### src/rtl/rr_hold_arbiter.sv
// Registered round-robin arbiter with grant ownership.
// A requester that wins keeps the grant while it holds its request. The
// grant rotates fairly by a circular pointer. An owner that has held the
// grant for MAX_HOLD cycles while someone else waits is preempted.
//
// Request/grant handshake: req[i] is a level. A grant is only issued or kept
// on an edge where req[i] was sampled high. The owner gives up the grant by
// dropping req. The grant is then gone or handed over at the very next edge.
//
// Every output comes from a flop. No path runs from req to an output.
// dbg_state shows the FSM state (0 = IDLE, 1 = GRANT) so checkers can bind to it.
module rr_hold_arbiter #(
  parameter int N        = 8,
  parameter int MAX_HOLD = 16,
  localparam int IDW     = $clog2(N)
) (
  input  logic           clock,
  input  logic           reset,
  input  logic [0:N-1]   req,
  output logic [0:N-1]   gnt,
  output logic           gnt_valid,
  output logic [IDW-1:0] gnt_id,
  output logic           preempt,
  output logic [7:0]     hold_cnt,
  output logic           dbg_state
);

  typedef enum logic {
    ST_IDLE  = 1'b0,
    ST_GRANT = 1'b1
  } state_t;

  localparam bit       PREEMPT_EN = (MAX_HOLD != 0);
  localparam logic [7:0] MAX_HOLD_L = 8'(MAX_HOLD);
  localparam logic [7:0] HOLD_SAT   = 8'hFF;

  state_t         r_state;
  state_t         w_state_nxt;
  logic [IDW-1:0] r_ptr;
  logic [IDW-1:0] w_ptr_nxt;
  logic [0:N-1]   r_gnt;
  logic [0:N-1]   w_gnt_nxt;
  logic           r_valid;
  logic           w_valid_nxt;
  logic [IDW-1:0] r_id;
  logic [IDW-1:0] w_id_nxt;
  logic [7:0]     r_hold;
  logic [7:0]     w_hold_nxt;
  logic           r_preempt;
  logic           w_preempt_nxt;

  logic [0:N-1]   w_cand;
  logic           w_found;
  logic [IDW-1:0] w_win;
  logic [IDW-1:0] w_win_inc;
  logic           w_owner_req;
  logic           w_timeout;

  // Candidates: every requester, except the current owner while a grant is held.
  always_comb begin
    w_cand = req;
    if (r_state == ST_GRANT) begin
      w_cand[r_id] = 1'b0;
    end
  end

  // Circular first-set search from r_ptr. While a grant is held, r_ptr always
  // equals owner+1 (mod N), so this is the search "from o+1" for a handoff.
  // The loop runs from the far end back toward r_ptr. The last match written
  // is therefore the first one in circular order.
  always_comb begin
    logic [IDW-1:0] w_idx;
    w_found = 1'b0;
    w_win   = '0;
    w_idx   = '0;
    for (int k = N - 1; k >= 0; k--) begin
      w_idx = IDW'((int'(r_ptr) + k) % N);
      if (w_cand[w_idx]) begin
        w_found = 1'b1;
        w_win   = w_idx;
      end
    end
  end

  // The pointer moves to one past the winner and wraps from N-1 to 0.
  always_comb begin
    if (int'(w_win) == N - 1) begin
      w_win_inc = '0;
    end else begin
      w_win_inc = w_win + IDW'(1);
    end
  end

  assign w_owner_req = req[r_id];
  assign w_timeout   = PREEMPT_EN && (r_hold >= MAX_HOLD_L) && w_found;

  // Next-state and next-output decision, one branch per case.
  always_comb begin
    w_state_nxt   = r_state;
    w_ptr_nxt     = r_ptr;
    w_gnt_nxt     = r_gnt;
    w_valid_nxt   = r_valid;
    w_id_nxt      = r_id;
    w_hold_nxt    = r_hold;
    w_preempt_nxt = 1'b0;

    case (r_state)
      ST_IDLE: begin
        if (w_found) begin
          w_state_nxt       = ST_GRANT;
          w_gnt_nxt         = '0;
          w_gnt_nxt[w_win]  = 1'b1;
          w_valid_nxt       = 1'b1;
          w_id_nxt          = w_win;
          w_hold_nxt        = 8'd1;
          w_ptr_nxt         = w_win_inc;
        end
      end

      ST_GRANT: begin
        if (!w_owner_req) begin
          // The owner released. Hand over with no gap if anyone else waits.
          if (w_found) begin
            w_gnt_nxt        = '0;
            w_gnt_nxt[w_win] = 1'b1;
            w_valid_nxt      = 1'b1;
            w_id_nxt         = w_win;
            w_hold_nxt       = 8'd1;
            w_ptr_nxt        = w_win_inc;
          end else begin
            w_state_nxt = ST_IDLE;
            w_gnt_nxt   = '0;
            w_valid_nxt = 1'b0;
            w_id_nxt    = '0;
            w_hold_nxt  = 8'd0;
          end
        end else if (w_timeout) begin
          // The owner held the grant too long while others wait. It loses
          // the grant now and competes again normally afterwards.
          w_gnt_nxt        = '0;
          w_gnt_nxt[w_win] = 1'b1;
          w_valid_nxt      = 1'b1;
          w_id_nxt         = w_win;
          w_hold_nxt       = 8'd1;
          w_ptr_nxt        = w_win_inc;
          w_preempt_nxt    = 1'b1;
        end else begin
          // The owner keeps the grant. A lone owner always ends up here.
          if (r_hold != HOLD_SAT) begin
            w_hold_nxt = r_hold + 8'd1;
          end
        end
      end

      default: begin
        w_state_nxt = ST_IDLE;
        w_gnt_nxt   = '0;
        w_valid_nxt = 1'b0;
        w_id_nxt    = '0;
        w_hold_nxt  = 8'd0;
        w_ptr_nxt   = '0;
      end
    endcase
  end

  // State and output registers. Reset drops the grant with no handoff.
  always_ff @(posedge clock) begin
    if (reset) begin
      r_state   <= ST_IDLE;
      r_ptr     <= '0;
      r_gnt     <= '0;
      r_valid   <= 1'b0;
      r_id      <= '0;
      r_hold    <= 8'd0;
      r_preempt <= 1'b0;
    end else begin
      r_state   <= w_state_nxt;
      r_ptr     <= w_ptr_nxt;
      r_gnt     <= w_gnt_nxt;
      r_valid   <= w_valid_nxt;
      r_id      <= w_id_nxt;
      r_hold    <= w_hold_nxt;
      r_preempt <= w_preempt_nxt;
    end
  end

  assign gnt       = r_gnt;
  assign gnt_valid = r_valid;
  assign gnt_id    = r_id;
  assign preempt   = r_preempt;
  assign hold_cnt  = r_hold;
  assign dbg_state = r_state;

  // Structural invariants of the registered grant.
  a_gnt_onehot : assert property (@(posedge clock) disable iff (reset)
    $onehot0(r_gnt));
  a_valid_is_or : assert property (@(posedge clock) disable iff (reset)
    r_valid == (|r_gnt));
  a_id_zero_idle : assert property (@(posedge clock) disable iff (reset)
    !r_valid |-> (r_id == '0));
  a_next_gnt_requested : assert property (@(posedge clock) disable iff (reset)
    (|w_gnt_nxt) |-> (|(w_gnt_nxt & req)));

endmodule

### config.mk
export PLATFORM = sky130hd
export DESIGN_NAME = rr_hold_arbiter
export DESIGN_NICKNAME = d
export VERILOG_FILES = /design/src/rtl/rr_hold_arbiter.sv
export SDC_FILE = /design/constraint.sdc
export NUM_CORES = 1
export LEC_CHECK = 0
export CAP_MARGIN = 15
export CORE_MARGIN = 1.5
export CORE_UTILIZATION = 60
export DETAILED_ROUTE_END_ITERATION = 8
export PLACE_DENSITY = 0.85
export SLEW_MARGIN = 25
export SYNTH_ARGS = -nofsm -noshare
export SYNTH_HDL_FRONTEND = slang
export SYNTH_SLANG_ARGS = --single-unit
### constraint.sdc
create_clock -name clock -period 6.9 [get_ports clock]
set_clock_uncertainty 0.1 [all_clocks]
set_input_delay 1.38 -clock clock [delete_from_list [all_inputs] [get_ports clock]]
set_output_delay 1.38 -clock clock [all_outputs]
set_load 0.05 [all_outputs]
# --- Word level (Yosys, flattened, before mapping) ---
# Index checks and enable logic that the tools add are counted.
op_classes:
  bitwise: 14
  n_addsub: 9
  n_reduce_logical: 6
  n_eq_ne: 5
  n_mux: 77
  n_lt_le_gt_ge: 13
ops:
  columns: ["operator", "n"]
  rows:
  - ["$mux W8", 9]
  - ["$mux W3", 16]
  - ["$ge A4 B4 Y1 const B", 10]
  - ["$not A3 Y4", 10]
  - ["$mux W1", 35]
  - ["$pmux W8 S2", 2]
  - ["$bmux W1 S3", 9]
  - ["$add A3 B3 Y3 const B", 4]
  - ["$pmux W3 S2", 2]
  - ["$add A8 B1 Y8 const B", 1]
  - ["$and A8 B8 Y8", 1]
  - ["$ge A8 B5 Y1 const B", 1]
  - ["$lt A4 B1 Y1 const B", 2]
  - ["$ne A8 B8 Y1 const B", 1]
  - ["$not A8 Y8", 1]
  - ["$add A3 B1 Y3 const B", 2]
  - ["$add A3 B2 Y3 const B", 2]
  - ["$demux W1 S3", 2]
  - ["$ne A4 B2 Y1 const B", 1]
  - ["$pmux W1 S2", 2]
  - ["$reduce_and A2 Y1", 2]
  - ["$eq A3 B1 Y1 const B", 1]
  - ["$logic_and A1 B1 Y1", 3]
  - ["$ne A3 B2 Y1 const B", 1]
  - ["other kinds (3)", 4]
word_totals:
  word_cells: 131
  reg_bits: 25
  inputBits: 10
  out_inout_bits: 22

# --- Longest topological paths before layout ---
logic_depth:
  word_depth: 27
  mapped_depth: 16
  ltp_nobuf: 14

# --- Worst setup path before layout ---
# OpenSTA, ideal clock, no wires.
synth_timing:
  path_kind: "flip-flop to flip-flop"
  start: "reg r_ptr[0]"
  end: "reg r_ptr[2]"
  t_arrival_ns: 3.894
  path_slack_ns: 2.836
  setup_ns: 0.070
  n_path_buf: 3
  t_required_ns: 6.730
  synth_period_minus_slack_ns: 4.064
  stages_incl_launch_ff: 15
  path_cell_list: "dfxtp_1 -> clkinv_1 -> clkbuf_1 -> ha_1 -> buf_2 -> buf_1 -> mux4_2 -> o21ai_0 -> nor4b_1 -> o21ai_0 -> o221ai_2 -> ha_1 -> o21ai_1 -> or3b_1 -> a21oi_1"
synth_between:
  elab_chain_len: 18
  elab_cells_between_ends: 64
  cone_classes: "add/sub (8); eq/ne (2); mux (45); bitwise (8); reduce/logical (1)"
synth_lines:
  columns: ["element", "line", "source"]
  rows:
  - ["from (decl)", "39", "logic [IDW-1:0] r_ptr;"]
  - ["from (signal assigned)", "178", "r_ptr <= w_ptr_nxt;"]
  - ["$add A3 B3 Y3", "77", "w_idx = IDW'((int'(r_ptr) + k) % N);"]
  - ["$not A3 Y4 (implied by the code)", "78", "if (w_cand[w_idx]) begin"]
  - ["$bmux W1 S3", "78", null]
  - ["$mux W1 (implied by the code) (2 in series)", "78", null]
  - ["$mux W3 (8 in series)", "78", null]
  - ["$add A3 B1 Y3 / $eq A3 B1 Y1 (equally long branches)", "90, 87", null]
  - ["$mux W3", "87", "if (int'(w_win) == N - 1) begin"]
  - ["$mux W3, on equally long branches", "109, 123, 137", null]
  - ["$mux W3", "121", "if (!w_owner_req) begin"]
  - ["$pmux W3 S2", "107", "case (r_state)"]
# Several ways; a longest one is shown, not always the timed one. The select of a mux whose other input is x is not followed.
# A chain may end at the register's enable or synchronous reset.

# --- Final worst setup path ---
layout_timing:
  start: "reg r_ptr[1]"
  end: "reg r_ptr[2]"
# Same word-level chain as after synthesis.

==> reports/qor.txt <==
Layout area overhead = 11.9%
Max Fclk = 198 MHz
Slew HR = 39.5%
CP max FO = 25
Crit Path Category = reg -> reg
Hold Path Class = reg -> reg
DP Wirelength = 5350 um
Final hold viol count = 0
Vias per cell = 7.13
Largest family of logic cells by synthesized area = simple AND/OR/NAND/NOR gates
Synth Flop Type = dfxtp_1
PwrDens = 452 nW/um2
PostCTS Resize Cnt = 0
Status = complete, no violations
Worst-Skew Late Latency = 0.27 ns
First drt pass iteration count = 5
Synth Area in Simple Gates = 30.9%
HP Start = gnt_valid
GRT overflow = 0
Drt initial violations = 451
Number of remaining DRC errors = 0
Worst-path clk slew = 0.09 ns
Final setup margin = 1.84 ns
Slew @ Worst Pin = 0.906 ns
Fin Setup TNS = 0 ns
Critical Path Source Type = flip-flop
XOR/XNOR Fraction of Synth Area = 0.995%
Antenna fix cells = 0
Clk buf depth = 2
Core area = 4120 um2
Period utilisation layout = 73.3%
P_leak = 1.06 nW
CTS hold repair buffers = 0
NumNets Final = 346
Via count = 2,710
Die ar. = 4810 um2
#FFs+latches synth = 25
CTS buffer count = 3
Overall Global Routing Usage = 29.6%
Worst R2R Start = r_ptr[1]
Compound-Gate Fraction of Synth Area = 24.6%
Synth area leaders = dfxtp_1, mux4_2, nand2_1
Largest net degree at the start of global routing = 26
Initial core utilization = 64.2%
Post-synth net total = 327
FFs w/ async S/R, synth = 0%
Final Max Slew Viols = 0
Vias in the first global route = 2,484
CTS tree = built
Peak supply drop = 0.308 mV
RD Place Congestion = 1.05
Synth Instances = 312
CTS root buf = clkbuf_8
Num rows = 23
# IOs = 32
Post-Route WL = 7280 um
Die Width = 69.4 um
Max Cap Viol = 0
EDFF count, synth = 0
Die Span Y = 69.4 um
Port Buffers = 31
Hold depth = 1
Final Instance Area = 2960 um2
Wire per inst = 19.2 um
Antenna-violating nets left = 0
Post-synthesis sequential area ratio = 18.9%
Post-synth top area share = 18.9%
RSZ-0062 raised after global routing = false
Setup Fix Bufs, Post-CTS = 0
Crit path DAT = 5.16 ns
Mapped Area = 2640 um2
CP Data Required Time = 7.01 ns
Post-Synth Adder-Cell Area = 2.37%
Dpl cell area = 2910 um2
Syn Area/Cell = 8.47 um2
Crit. Startpoint = r_ptr[1]
Initial antenna violation count = 0
Min Tclk post-route = 5.06 ns
Synth cell types = 69
Layout cells sized above 1 = 10.3%
Yosys Warn Count = 0
R2R cell count = 14
Setup violations, final = 0
Mux contribution to synthesized area = 15.6%
First-pass GRT wire length = 11,900 um
Clock tree sinks = 25
Synth area leader = dfxtp_1
CTS HTree Levels = 1
Placement Setup Slack = 1.96 ns
CP endpoint kind = flip-flop
[synthesized netlist by cell type, types with 5 or more instances]
master,instances
a21o_1,5
a21oi_1,19
a32o_1,5
and2_1,7
clkbuf_1,7
dfxtp_1,25
ha_1,5
inv_1,15
mux2i_1,7
mux4_2,12
nand2_1,32
nand2b_1,8
nand3_1,8
nor2_1,17
nor2b_1,8
nor3_1,6
o21ai_0,16
o221ai_1,5
o32ai_1,7
[registers in the layout (all words and copies together), names as in the netlist]
register,count
gnt,8
gnt_id,3
gnt_valid,1
preempt,1
r_ptr,3
dbg_state,1
hold_cnt,8
[placed cells by master (no fill, tap or decap), types with 12 or more instances in the layout]
| cell | instances |
|---|---|
| o21ai_0 | 16 |
| dfxtp_1 | 25 |
| nor2_1 | 17 |
| a21oi_1 | 19 |
| nand2_1 | 32 |
| inv_1 | 15 |
| mux4_2 | 12 |
| clkdlybuf4s50_1 | 31 |
[through the flow]
| stage | cells | util (%) | total power [W] | hold slack (ns) |
|---|---|---|---|---|
| 2_1_floorplan | 312 | - | 0.00102 | 0.568 |
| 3_3_place_gp | 376 | 70.6 | 0.00120 | 0.348 |
| 3_5_place_dp | 376 | 70.6 | 0.00122 | 0.340 |
| 6_report | 380 | 71.8 | 0.00133 | 0.369 |
| 5_1_grt | 380 | 71.8 | 0.00143 | 0.384 |
| 4_1_cts | 380 | 71.8 | 0.00132 | 0.373 |
[worst max-delay path, stage by stage, from the launching register on]
cell,delay [ns]
dfxtp_1,0.89
inv_1,0.34
ha_1,0.91
nand2b_1,0.22
o22ai_1,0.09
mux4_2,0.55
nor2b_1,0.17
nand3b_1,0.20
a22o_1,0.21
a21oi_1,0.19
o221ai_2,0.24
ha_1,0.29
o21ai_1,0.09
or3b_1,0.36
a21oi_1,0.14
[final timing paths]
kind                                   to  slack (ns)
worst min register to register  gnt_valid        0.37
worst min-delay path            gnt_valid        0.37
worst max register to register   r_ptr[2]        1.84
worst max-delay path             r_ptr[2]        1.84
[logic make-up (layout without fill, tap and decap cells)]
kind of cell             Yosys count  count (layout)
AND/OR/NAND/NOR                  130             130
AO/OA/AOI/OAI                     92              92
buffers and inverters             34              52
flip-flops                        25              25
multiplexers                      23              23
adder cells (fa/ha/maj)            5               5
XOR/XNOR                           3               3
[final cells by class]
type                    instances  area (um2)
multi-input cells             253        1970
well taps                      50        62.6
fillers                       322        1160
repair buffers                 32         318
clock inverters                 1        7.51
flip-flops and latches         25         500
inverters                      16        60.1
clock buffers                   3        41.3
[power breakdown]
part | internal [W] | switching (W) | total (W) | leakage (nW)
clock network | 0.0000410 | 0.0000488 | 0.0000898 | 0.0217
logic | 0.000408 | 0.000577 | 0.000985 | 0.832
registers | 0.000179 | 0.0000807 | 0.000260 | 0.204
[per-layer routing]
metal  track usage (%)  vias up  share of wire, %
met5                 0        -                 0
met4              15.9        0               5.0
met3              2.47       39               7.9
met2              48.3      172                45
met1              38.9     1250                42
li1                  -     1249                 -
Note: power is estimated with default switching activity, not from simulation.
==> edit 1, RTL diff (config.mk and constraints unchanged) <==
Take the reset off `r_hold` and load it in a clocked block of its own.
--- a/src/rtl/rr_hold_arbiter.sv
+++ b/src/rtl/rr_hold_arbiter.sv
@@ -172,5 +172,4 @@
       r_valid   <= 1'b0;
       r_id      <= '0;
-      r_hold    <= 8'd0;
       r_preempt <= 1'b0;
     end else begin
@@ -180,7 +179,10 @@
       r_valid   <= w_valid_nxt;
       r_id      <= w_id_nxt;
-      r_hold    <= w_hold_nxt;
       r_preempt <= w_preempt_nxt;
     end
+  end
+
+  always_ff @(posedge clock) begin
+    r_hold <= w_hold_nxt;
   end
 
Function: changed (a bounded check fails within 4 cycles, from zero or initial values and one cycle with reset high).
==> edit 1 against the original RTL <==
- total power rose by 4.9%
- worst setup slack improved by 0.43 ns
- highest routed layer unchanged
- wire length rose by 2.7%
- first-iteration DRC count rose by 3.1%
- count of clock-buffer cells in the layout did not move
- sequential share of layout area rose by 2.3 points
- synthesized area rose by 1.4%
- sequential cell count did not move
- final area rose by 1.9%
==> edit 1: results (changes against the original RTL) <==
- Run status: completed (unchanged).
- The critical-path maximum fanout came to 8 (was 25).
- The critical path's top delay family is compound AO/OA/AOI/OAI gates (was adder cells).
- The via count of the routed design is 2794 (was 2710).
- The clock tree cell share of total cell area came to 1.58% (was 1.65%).
- The HPWL reported at the end of detailed placement was 5.45 mm (was 5.35 mm).
- The number of DRC markers after the initial detailed-route iteration came to 465 (was 451).
- Ranking of synthesized cells by area: dfxtp_1, edfxtp_1, mux4_2 (was dfxtp_1, mux4_2, nand2_1).
- The buffer count excluding the clock tree in the final layout is 33 (was 32).
- The pre-CTS worst setup slack is 2.08 ns (was 1.96 ns).
- The overall fraction of global-route tracks in use was 31.3% (was 29.6%).
- The number of cells produced by synthesis came to 311 (was 312).
- The sequential cell area came to 581 sq um (was 500 sq um).
- The power dissipated in sequential cells is 0.000255 W (was 0.000260 W).
- The part of the Yosys area used for sequential elements is 21.7% (was 18.9%).
- The net count of the finished layout is 344 (was 346).
- The area used by multi-input combinational logic was 1940 sq um (was 1970 sq um).
- The peak per-stage delay on the critical path is 0.65 ns (was 0.91 ns).
- The final sequential cell count is 25 (unchanged).
- The overall routed net length came to 7.48 mm (was 7.28 mm).
- The number of synthesized flops with an enable pin was 8 (was 0).
- The wire length on met1 is 3.10 mm (was 3.07 mm).
- The iteration count of the initial detailed-routing pass is 6 (was 5).
- The leakage power of the design is 1.15 nW (was 1.06 nW).
- The xor/xnor cell area share of the yosys netlist is 2.94% (was 0.995%).
- The proportion of synthesized area in mux cells is 10.2% (was 15.6%).
- The non-clock buffer area fraction after layout is 10.8% (about the same).
- The weighted congestion reported at the end of routability-driven placement is 0.960 (was 1.05).
- The highest-delay cell along the critical path was a21oi_1 (was ha_1).
- The fraction of met2 tracks used by global routing is 48.5% (was 48.3%).
- The compound-gate portion of the synthesized area was 28.5% (was 24.6%).
- The number of global-route vias before repair came to 2557 (was 2484).
- The transition at the pin with the smallest max-transition slack is 0.797 ns (was 0.906 ns).
## edit 1: cell count changes in the layout (fill, tap and decap cells not counted), moves of 5 or more
| cell | before | now |
|---|---|---|
| dfxtp_1 | 25 | 17 |
| a21o_1 | 5 | 0 |
| o21ai_0 | 16 | 6 |
| a32o_1 | 5 | 11 |
| nand3_1 | 8 | 14 |
| a21oi_1 | 19 | 9 |
| a22oi_1 | 0 | 7 |
| xor2_1 | 1 | 7 |
| edfxtp_1 | 0 | 8 |
| o32ai_1 | 7 | 2 |
## edit 1: path summary, 6_finish.rpt
check | from | endpoint | slack (ns) | depth (start not counted)
max | req[4] | hold_cnt[3]$_SDFFCE_PP0P_ | 2.28 | 9
min | gnt[3]$_SDFFE_PP0P_ | gnt[3]$_SDFFE_PP0P_ | 0.37 | 2
max reg2reg | r_ptr[1]$_SDFFE_PP0P_ | hold_cnt[3]$_SDFFCE_PP0P_ | 2.44 | 11
min reg2reg | gnt[3]$_SDFFE_PP0P_ | gnt[3]$_SDFFE_PP0P_ | 0.37 | 2
==> edit 2, RTL diff (config.mk and constraints unchanged) <==
Made on the original files. Change the parameter `N` from 8 to 4.
--- a/src/rtl/rr_hold_arbiter.sv
+++ b/src/rtl/rr_hold_arbiter.sv
@@ -11,5 +11,5 @@
 // dbg_state shows the FSM state (0 = IDLE, 1 = GRANT) so checkers can bind to it.
 module rr_hold_arbiter #(
-  parameter int N        = 8,
+  parameter int N        = 4,
   parameter int MAX_HOLD = 16,
   localparam int IDW     = $clog2(N)
Interface: changed (resized gnt, gnt_id and req); port bits go from 32 to 23. No check against the original RTL was run, so the function may have changed too.
==> edit 2 against the original RTL <==
- critical path type is now primary input to register
- combinational power down 84%
- highest routed layer unchanged
- synthesized area down 56%
- worst setup slack better by 1.4 ns
- sequential cell count down 6
- final area down 52%
- total power down 73%
- count of clock-buffer cells in the layout up 1
- sequential share of layout area up 10 points
- wire length down 65%
==> edit 2: results (changes against the original RTL) <==
- The leakage power of the design is 0.536 nW (was 1.06 nW).
- The wire length of the first global-routing pass came to 4.05 mm (was 11.9 mm).
- The number of global-route vias before repair came to 924 (was 2484).
- The transition at the pin with the smallest max-transition slack was 0.878 ns (was 0.906 ns).
- Post-synth top cells: dfxtp_1, a21oi_1, inv_1, nand2_1, nor2_1 (was nand2_1, dfxtp_1, a21oi_1).
- The highest-delay cell along the critical path was a221oi_1 (was ha_1).
- The worst reg2reg path depth is 5 (was 14).
- The critical-path maximum fanout came to 11 (was 25).
- The maximum VDD drop came to 0.000149 V (was 0.000308 V).
- The peak per-stage delay on the critical path is 0.67 ns (was 0.91 ns).
- The post-detailed-route via-to-cell ratio is 6.25 (was 7.13).
- The routed wire length per instance is 14.2 microns (was 19.2 microns).
- The port buffer count came to 22 (was 31).
- The compound-gate portion of the synthesized area is 30.6% (was 24.6%).
- The proportion of synthesized area in mux cells came to 3.88% (was 15.6%).
- The clock tree root driver cell is clkbuf_4 (was clkbuf_8).
- The clock-pin slew reported for the worst setup and hold paths after clock tree synthesis is 0.12 ns (was 0.09 ns).
- The register-to-register path setup slack is 4.07 ns (was 1.84 ns).
- The worst setup path endpoint is gnt[2]$_SDFFE_PP0P_ (was r_ptr[2]$_SDFFE_PP0P_).
- The weighted congestion reported at the end of routability-driven placement is 0.855 (was 1.05).
- The xor/xnor cell area share of the yosys netlist is 1.51% (was 0.995%).
- The net count of the finished layout is 170 (was 346).
- The synthesized netlist net count came to 148 (was 327).
- The combinational cell fraction of total power is 43.5% (was 73.8%).
- The HPWL reported at the end of detailed placement came to 1.89 mm (was 5.35 mm).
- The power dissipated in sequential cells came to 0.000143 W (was 0.000260 W).
- The pin count of the biggest net entering global routing is 16 (was 26).
- The part of the Yosys area used for sequential elements is 32.8% (was 18.9%).
- The iteration count of the initial detailed-routing pass was 4 (was 5).
- The distinct cell type count after synthesis is 41 (was 69).
- The beginning of the worst register-to-register path is dbg_state$_SDFF_PP0_ (was r_ptr[1]$_SDFFE_PP0P_).
- Run status: completed (unchanged).
- Ranking of synthesized cells by area: dfxtp_1, ha_1, a21oi_1 (was dfxtp_1, mux4_2, nand2_1).
- The critical path's top delay family is compound AO/OA/AOI/OAI gates (was adder cells).
- The fraction of final layout cells with drive strength greater than 1 is 5.10% (was 10.3%).
- The worst setup margin was 3.26 ns (was 1.84 ns).
- The worst-skew pair later-pin latency is 0.31 ns (was 0.27 ns).
- The pre-CTS worst setup slack is 2.93 ns (was 1.96 ns).
- The source of the critical timing path is req[1] (was r_ptr[1]$_SDFFE_PP0P_).
-- edit 2: routing by layer --
layer  up-vias  routed length [microns]  track usage [%]
met1       525                     1170             37.0
met4         0                       31             11.1
met3         5                      168             3.46
met2        45                     1210             37.8
met5         -                        0                0
li1        562                        -                -
-- edit 2: through the flow --
step | util (%) | cell area (sq um) | instances | total power, W | hold slack, ns
6_report | 79.9 | 1410 | 182 | 0.000357 | 0.375
5_1_grt | 79.9 | 1410 | 182 | 0.000376 | 0.403
4_1_cts | 79.9 | 1410 | 182 | 0.000356 | 0.371
3_5_place_dp | 78.4 | 1380 | 178 | 0.000298 | 0.345
3_3_place_gp | 78.4 | 1380 | 178 | 0.000294 | 0.335
2_1_floorplan | - | 1160 | 136 | 0.000258 | 0.390
-- edit 2: cell type report --
cell class	instances	area, sq um
inverter	11	41.3
tap	25	31.3
clock buffer	4	26.3
timing repair buffer	22	220
fill	153	355
sequential	19	380
multi-input combinational	101	709
